===== src/rtl/raster_timing_ctl.sv =====
// Raster timing and fetch scheduler for the SAM Coupe video path: programmable
// frame geometry, blank/sync, fetch window, line/frame interrupts and CPU contention.
module raster_timing_ctl #(
    parameter int H_TOTAL      = 384,
    parameter int V_TOTAL      = 312,
    parameter int H_ACT        = 128,
    parameter int V_ACT        = 192,
    parameter int HB_ON        = 28,
    parameter int HS_ON        = 44,
    parameter int HS_OFF       = 76,
    parameter int HB_OFF       = 108,
    parameter int VB_ON        = 236,
    parameter int VB_OFF       = 260,
    parameter int VS_ON        = 240,
    parameter int VS_OFF       = 244,
    parameter int INT_LEN      = 128,
    parameter int CPU_SLOT     = 5,
    parameter int NUM_LINE_IRQ = 2
) (
    input  logic                    clk_sys,
    input  logic                    reset,
    input  logic                    ce_6mp,
    input  logic                    ce_6mn,
    input  logic                    soff,
    input  logic                    full_zx,
    input  logic [1:0]              mode_in,
    input  logic [4:0]              page_in,
    input  logic                    cmp_we,
    input  logic [1:0]              cmp_sel,
    input  logic [7:0]              cmp_din,
    input  logic [NUM_LINE_IRQ-1:0] ack,
    output logic [8:0]              hc,
    output logic [8:0]              vc,
    output logic                    hblank,
    output logic                    hsync,
    output logic                    vblank,
    output logic                    vsync,
    output logic                    fetch,
    output logic [1:0]              mode,
    output logic [4:0]              page,
    output logic                    flash,
    output logic [NUM_LINE_IRQ-1:0] int_line,
    output logic                    int_frame,
    output logic [NUM_LINE_IRQ-1:0] irq_status,
    output logic                    mem_contention,
    output logic                    io_contention
);

    localparam int HW = $clog2(H_TOTAL);
    localparam int VW = $clog2(V_TOTAL);

    localparam logic [HW-1:0] H_LAST = HW'(H_TOTAL - 1);
    localparam logic [VW-1:0] V_LAST = VW'(V_TOTAL - 1);

    // All raster compares run on the 9-bit zero-extended counters.
    localparam logic [8:0] H_ACT_P   = 9'(H_ACT);
    localparam logic [8:0] V_ACT_P   = 9'(V_ACT);
    localparam logic [8:0] HB_ON_P   = 9'(HB_ON);
    localparam logic [8:0] HS_ON_P   = 9'(HS_ON);
    localparam logic [8:0] HS_OFF_P  = 9'(HS_OFF);
    localparam logic [8:0] HB_OFF_P  = 9'(HB_OFF);
    localparam logic [8:0] VB_ON_P   = 9'(VB_ON);
    localparam logic [8:0] VB_OFF_P  = 9'(VB_OFF);
    localparam logic [8:0] VS_ON_P   = 9'(VS_ON);
    localparam logic [8:0] VS_OFF_P  = 9'(VS_OFF);
    localparam logic [8:0] INT_LEN_P = 9'(INT_LEN);
    localparam logic [2:0] SLOT_P    = 3'(CPU_SLOT);

    logic [HW-1:0]           hc_q;
    logic [VW-1:0]           vc_q;
    logic [4:0]              flash_cnt;
    logic [7:0]              cmp_q [NUM_LINE_IRQ];
    logic [NUM_LINE_IRQ-1:0] int_line_d;

    assign hc    = 9'(hc_q);
    assign vc    = 9'(vc_q);
    assign flash = flash_cnt[4];

    // Raster counters; mode/page and the flash counter advance only on the frame wrap.
    // NOTE: state registers use non-blocking assignments so every flop samples
    // pre-edge values regardless of statement order.
    always_ff @(posedge clk_sys or posedge reset) begin
        if (reset) begin
            hc_q      <= '0;
            vc_q      <= '0;
            flash_cnt <= '0;
            mode      <= '0;
            page      <= '0;
        end else if (ce_6mp) begin
            if (hc_q == H_LAST) begin
                hc_q <= '0;
                if (vc_q == V_LAST) begin
                    vc_q      <= '0;
                    flash_cnt <= flash_cnt + 5'd1;
                    mode      <= mode_in;
                    page      <= page_in;
                end else begin
                    vc_q <= vc_q + VW'(1);
                end
            end else begin
                hc_q <= hc_q + HW'(1);
            end
        end
    end

    // Blank/sync/fetch/interrupt outputs, registered half a pixel after the counters.
    always_ff @(posedge clk_sys or posedge reset) begin
        if (reset) begin
            hblank    <= 1'b0;
            hsync     <= 1'b0;
            vblank    <= 1'b0;
            vsync     <= 1'b0;
            fetch     <= 1'b0;
            int_frame <= 1'b0;
            int_line  <= '0;
        end else if (ce_6mn) begin
            if (hc == HB_ON_P)       hblank <= 1'b1;
            else if (hc == HB_OFF_P) hblank <= 1'b0;

            if (hc == HS_ON_P)       hsync <= 1'b1;
            else if (hc == HS_OFF_P) hsync <= 1'b0;

            // Vertical edges are taken once per line at a fixed horizontal point.
            if (hc == HB_OFF_P) begin
                if (vc == VB_ON_P)       vblank <= 1'b1;
                else if (vc == VB_OFF_P) vblank <= 1'b0;
            end
            if (hc == 9'd0) begin
                if (vc == VS_ON_P)       vsync <= 1'b1;
                else if (vc == VS_OFF_P) vsync <= 1'b0;
            end

            if (hc == 9'd0)
                fetch <= 1'b0;
            else if (hc >= H_ACT_P && vc < V_ACT_P && hc[2:0] == 3'd0)
                fetch <= ~soff;

            int_frame <= (vc == VS_OFF_P) && (hc < INT_LEN_P);
            for (int i = 0; i < NUM_LINE_IRQ; i++) begin
                int_line[i] <= ({1'b0, cmp_q[i]} < V_ACT_P) &&
                               (cmp_q[i] == vc[7:0]) && (hc < INT_LEN_P);
            end
        end
    end

    // Sticky status: a new rising edge outranks a simultaneous acknowledge.
    always_ff @(posedge clk_sys or posedge reset) begin
        if (reset) begin
            int_line_d <= '0;
            irq_status <= '0;
        end else begin
            int_line_d <= int_line;
            irq_status <= (irq_status & ~ack) | (int_line & ~int_line_d);
        end
    end

    // NOTE: the compare bank is a small register array, not RAM, so it can take
    // the async reset; 8'hFF leaves every comparator disabled out of reset.
    always_ff @(posedge clk_sys or posedge reset) begin
        if (reset) begin
            for (int i = 0; i < NUM_LINE_IRQ; i++) cmp_q[i] <= 8'hFF;
        end else if (cmp_we) begin
            for (int i = 0; i < NUM_LINE_IRQ; i++) begin
                if (cmp_sel == 2'(i)) cmp_q[i] <= cmp_din;
            end
        end
    end

    // CPU gets one slot in eight during fetch or ZX-style contention, else one in four.
    assign io_contention  = hc[2:0] != SLOT_P;
    assign mem_contention = (fetch || (mode == 2'd0 && !full_zx && hc[6]))
                            ? (hc[2:0] != SLOT_P)
                            : (hc[1:0] != SLOT_P[1:0]);

endmodule


===== config.mk =====
export PLATFORM = sky130hd
export DESIGN_NAME = raster_timing_ctl
export DESIGN_NICKNAME = d
export VERILOG_FILES = /design/src/rtl/raster_timing_ctl.sv
export SDC_FILE = /design/constraint.sdc
export NUM_CORES = 1
export LEC_CHECK = 0
export BUFFER_PORTS_ARGS = -buffer_cell sky130_fd_sc_hd__buf_2
export CELL_PAD_IN_SITES_DETAIL_PLACEMENT = 0
export CELL_PAD_IN_SITES_GLOBAL_PLACEMENT = 1
export CORE_UTILIZATION = 44
export CTS_BUF_LIST = sky130_fd_sc_hd__clkbuf_4
export DETAILED_ROUTE_END_ITERATION = 6
export GPL_TIMING_DRIVEN = 0
export PLACE_DENSITY_LB_ADDON = 0.05
export SLEW_MARGIN = 30
export SYNTH_ARGS = -nofsm -noshare
export SYNTH_HDL_FRONTEND = slang
export SYNTH_SLANG_ARGS = --single-unit

===== constraint.sdc =====
create_clock -name clk_sys -period 2.56 [get_ports clk_sys]
set_input_delay 0.384 -clock clk_sys [delete_from_list [all_inputs] [get_ports clk_sys]]
set_output_delay 0.384 -clock clk_sys [all_outputs]
set_load 0.01 [all_outputs]

== Word level (Yosys, flattened, before mapping) ==
Cells that the tools add are included.

* Register bits after elaboration: 58

* Multiplexer cells: 13
* Equality and inequality tests: 15
* $lt $le $gt $ge: 5
* Bitwise gates (word level): 6
* Add/sub/neg operators: 3
* Reductions and logical operators: 29

{| class="wikitable"
|+ Operator list
! operator !! count
|-
| $eq A9 B8 Y1 const B || 3
|-
| $eq A9 B9 Y1 const B || 3
|-
| $add A9 B1 Y9 const B || 2
|-
| $eq A9 B7 Y1 const B || 2
|-
| $lt A9 B8 Y1 const B || 2
|-
| $mux W9 || 2
|-
| $eq A8 B8 Y1 || 2
|-
| $lt A8 B8 Y1 const B || 2
|-
| $reduce_and A2 Y1 || 6
|-
| $mux W1 || 11
|-
| $reduce_bool A2 Y1 || 5
|-
| $eq A9 B5 Y1 const B || 1
|-
| $eq A9 B6 Y1 const B || 1
|-
| $ge A9 B8 Y1 const B || 1
|-
| $logic_and A1 B1 Y1 || 9
|-
| $logic_not A9 Y1 || 1
|-
| $reduce_and A3 Y1 || 3
|-
| $add A5 B1 Y5 const B || 1
|-
| $and A2 B2 Y2 || 2
|-
| $logic_not A2 Y1 || 2
|-
| $not A2 Y2 || 2
|-
| $logic_not A3 Y1 || 1
|-
| $ne A3 B3 Y1 const B || 1
|-
| $eq A2 B1 Y1 const B || 1
|-
| 5 further kinds || 5
|}

== Longest topological paths before layout ==
* Depth after elaboration: 5
* Gate-level depth with buffers: 7
* Depth with buffers taken out: 6

== Least setup slack after synthesis ==
Ideal clock, no wire load.

* Path type: register to register
* From: register vc_q[6] (netlist: vc[6])
* To: register mode[0]
* Cell stages (with the launch flop): 8
* Library setup time: 125 ps
* Period minus slack after synthesis: 2,221 ps
* Data required time: 2,435 ps
* Arrival time: 2,096 ps
* Buffers on the path: 3
* Setup slack: 339 ps
* Cell sequence: dfrtp_1 -> buf_6 -> or4b_4 -> or3_1 -> buf_6 -> nor2_8 -> buf_12 -> mux2_4

* Longest elaborated chain between the ends: 2

{| class="wikitable"
|+ Ends and longest elaborated chain
! what !! line !! source
|-
| start: declaration || 70 || <nowiki>logic [VW-1:0] vc_q;</nowiki>
|-
| start signal: assignment || 98 || <nowiki>vc_q <= vc_q + VW'(1);</nowiki>
|-
| $eq A9 B9 Y1 || 92 || <nowiki>if (vc_q == V_LAST) begin</nowiki>
|-
| $reduce_and A3 Y1 (no line) || -- ||
|-
| end signal: assignment || 95 || <nowiki>mode <= mode_in;</nowiki>
|-
| end: declaration || 39 || <nowiki>output logic [1:0] mode,</nowiki>
|}

No other way between the ends.
A chain may end at the register's enable or synchronous reset.

== Final worst setup path ==
* From: register hc_q[0] (netlist: hc[0])
* To: register vc_q[8] (netlist: vc[8])

* Longest elaborated chain between the ends: 2

{| class="wikitable"
|+ Ends and longest elaborated chain
! what !! line !! source
|-
| start: declaration || 69 || <nowiki>logic [HW-1:0] hc_q;</nowiki>
|-
| start signal: assignment || 101 || <nowiki>hc_q <= hc_q + HW'(1);</nowiki>
|-
| $eq A9 B9 Y1 || 90 || <nowiki>if (hc_q == H_LAST) begin</nowiki>
|-
| $reduce_and A2 Y1 (no line) || -- ||
|}

No other way between the ends.

==> metrics.txt <==
H-tree depth=3; R2R Path End=vc[8]; Avg Cell Area, Syn=11.3 sq um; routability cong.=0.778; Inst Count DP=398; status=finished clean; worst skew pair latency=0.40 ns; Rows=29; Critical Path RT=2.89 ns; # resized after CTS=0; Final Max Tran Viols=0; Starting Density=45.7%; Pleak=1.68 nW; Period minus WS final=2.41 ns; Worst-Margin Slew=0.888 ns; WL per Instance=15.1 microns; largest net degree at the start of global routing=36; min-delay src=ack[0]; Setup CP Type=reg2reg; Hold Worst Slack=0.151 ns; Die ar.=6960 sq um; vias in the first global route=2082; detailed-route vias per instance=5.20; Max stage delay on crit path=0.63 ns; Power Density=678 nW/um^2; num ports=64; DR vias=2160; FMAX=416 MHz; CTS root buffer=clkbuf_4; post-synthesis cell count=258; Core ar.=6390 sq um; Setup Skew=0.0112 ns; flop2flop setup slack=0.15 ns; Worst-path clk slew=0.10 ns; period utilization=94.0%; Startpoint Class=flop; Worst setup EP type=flop; Area contributors post-synth=dfrtp_1 (36%), dfstp_2 (14%), mux2_2 (6.6%), xnor2_1 (4.8%), mux2_4 (3.6%); cell taking the most area after synthesis=dfrtp_1; CP startpoint=hc[0]; DRT Pass-1 Iters=4; DRC=0; initial antenna violation count=0; Num CTS Buffers=9; VDD IR-drop max=0.447 mV; Top Family by Delay on Critical Path=simple AND/OR/NAND/NOR gates; drt first-iter violations=79; share of cells above drive strength 1=40.2%; top cells by count, synth=dfrtp_1 (42), inv_1 (17), mux2_2 (17), dfstp_2 (16), xnor2_1 (16); Rel. slew slack=40.6%; worst hold path type=in2reg; Yosys warnings=0; sequential area share after synthesis=50.5%; Final ANT Viol Nets=0; gr ovfl total=0; Final setup viols=0; first-pass GRT wire length=10400 microns; IO buf count=62; clk buf depth=2; arrival time of the worst setup path=2.73 ns; CP cell instances=ha_1 > nand4_1 > nor4_1 > or4b_2 > a21oi_1; # diodes=0; RSZ-0062 raised after global routing=false; # nets final=365; Yosys cell types=43; Yosys reg bits=58; Async SR Flop Fraction=100%; DP HPWL=4520 microns; number of synthesized flops with an enable pin=0; Synth top area share=36.0%; Worst Setup EP=vc[8]; Max FO, Critical Path=5; MaxCap Viol Count=0; total track usage=19.4%; final wirelength=6270 microns; Primary FF master, synth=dfrtp_1; Syn Nets=290; Netlist Area Pre-Place=2920 sq um; count leader, synth=dfrtp_1; Area Overhead vs Synth=20.8%; number of cells on the critical path=5; TritonCTS clock tree=yes; Die Wd=83.4 microns; worst-case reg-to-reg path depth=5; WP buf/inv=0; Num Clock Sinks=58; non-filler instance count after layout=415; Hold Vio Cnt, Final=0; reg-to-reg startpoint=hc[0]; DIE HEIGHT=83.4 microns; critical path's slowest cell=or4b_2
[worst min path at each step]
stage	to	slack, ns	cells past startpoint
after global placement	int_line_d[1]	0.38	0
after detailed placement	flash_cnt[4]	0.38	2
final	irq_status[0]	0.15	2
after global routing	irq_status[1]	0.12	2
after CTS	irq_status[0]	0.13	2
after floorplan	irq_status[0]	0.40	1
[worst register-to-register path, stage by stage (launching register included)]
cell     delay, ns
dfrtp_1       0.44
ha_1          0.29
nand4_1       0.23
nor4_1        0.59
or4b_2        0.63
a21oi_1       0.16
[kinds of logic (layout without fill, tap and decap cells)]
group | Yosys count | in the layout | synth area share, %
mux | 25 | 25 | 10.5
buf+inv | 31 | 111 | 5.75
simple gates | 76 | 76 | 14.8
flops | 58 | 58 | 50.5
xor+xnor | 27 | 27 | 8.11
compound gates | 35 | 35 | 7.81
fa+ha+maj | 6 | 6 | 2.57
[routing by layer]
| metal | up-vias | global-route usage, % | wire length, microns |
|---|---|---|---|
| li1 | 1070 | - | - |
| met1 | 1039 | 27.0 | 3120 |
| met2 | 41 | 29.0 | 2830 |
| met3 | 10 | 4.97 | 212 |
| met4 | 0 | 7.86 | 102 |
| met5 | - | 0 | 0 |
[per-stage QoR]
stage	setup slack (ns)	setup TNS [ns]	util, %	area, sq um	power, W
after global placement	-0.0298	-1.18	52.0	3320	0.00164
after floorplan	0.339	0	-	2920	0.00148
final	0.155	0	55.2	3520	0.00239
after detailed placement	0.205	0	52.5	3360	0.00165
after CTS	0.168	0	55.2	3520	0.00241
after global routing	0.0247	0	55.2	3520	0.00253
[power breakdown]
| part | internal [W] | switching (W) | leakage [nW] | total, W |
|---|---|---|---|---|
| Combinational | 0.000224 | 0.000287 | 0.884 | 0.000511 |
| Sequential | 0.00105 | 0.0000705 | 0.712 | 0.00112 |
| Clock | 0.000424 | 0.000333 | 0.0866 | 0.000757 |
[placed cells by master, fill, tap and decap left out, types with 3 or more instances in the layout]
cell type / count
buf_2: 68
o22ai_1: 6
nand4_1: 9
or3_1: 3
a21oi_1: 6
ha_1: 6
xor2_1: 11
nor4_1: 3
mux2_4: 7
dfrtp_1: 42
inv_1: 16
nor3_1: 6
nand3b_1: 3
buf_6: 3
xnor2_1: 16
dfstp_2: 16
o21ai_0: 10
nor2_1: 11
mux2_2: 17
nand2b_1: 4
o41ai_1: 3
nand2_1: 13
nand3_1: 13
clkbuf_4: 12
[cell type report]
class,instances,area [sq um]
multi-input combinational,169,1290
clock buffer,12,90.1
buffer,14,104
clock inverter,4,67.6
sequential,58,1470
fill,606,2860
timing repair buffer,64,340
inverter,17,66.3
tap,77,96.3
[registers in the layout, indices dropped and copies added, names as in the netlist]
signal and count:
vblank 1, hblank 1, int_line_d 2, int_frame 1
irq_status 2, fetch 1, hc 9, mode 2
vc 9, cmp_q 16, hsync 1, flash_cnt 5
vsync 1, int_line 2, page 5
[timing repair]
action,CTS,global route
hold buffers,1,0
buffers inserted,0,0
hold endpoints to repair,23,0
Note: power is estimated with default switching activity, not from simulation.
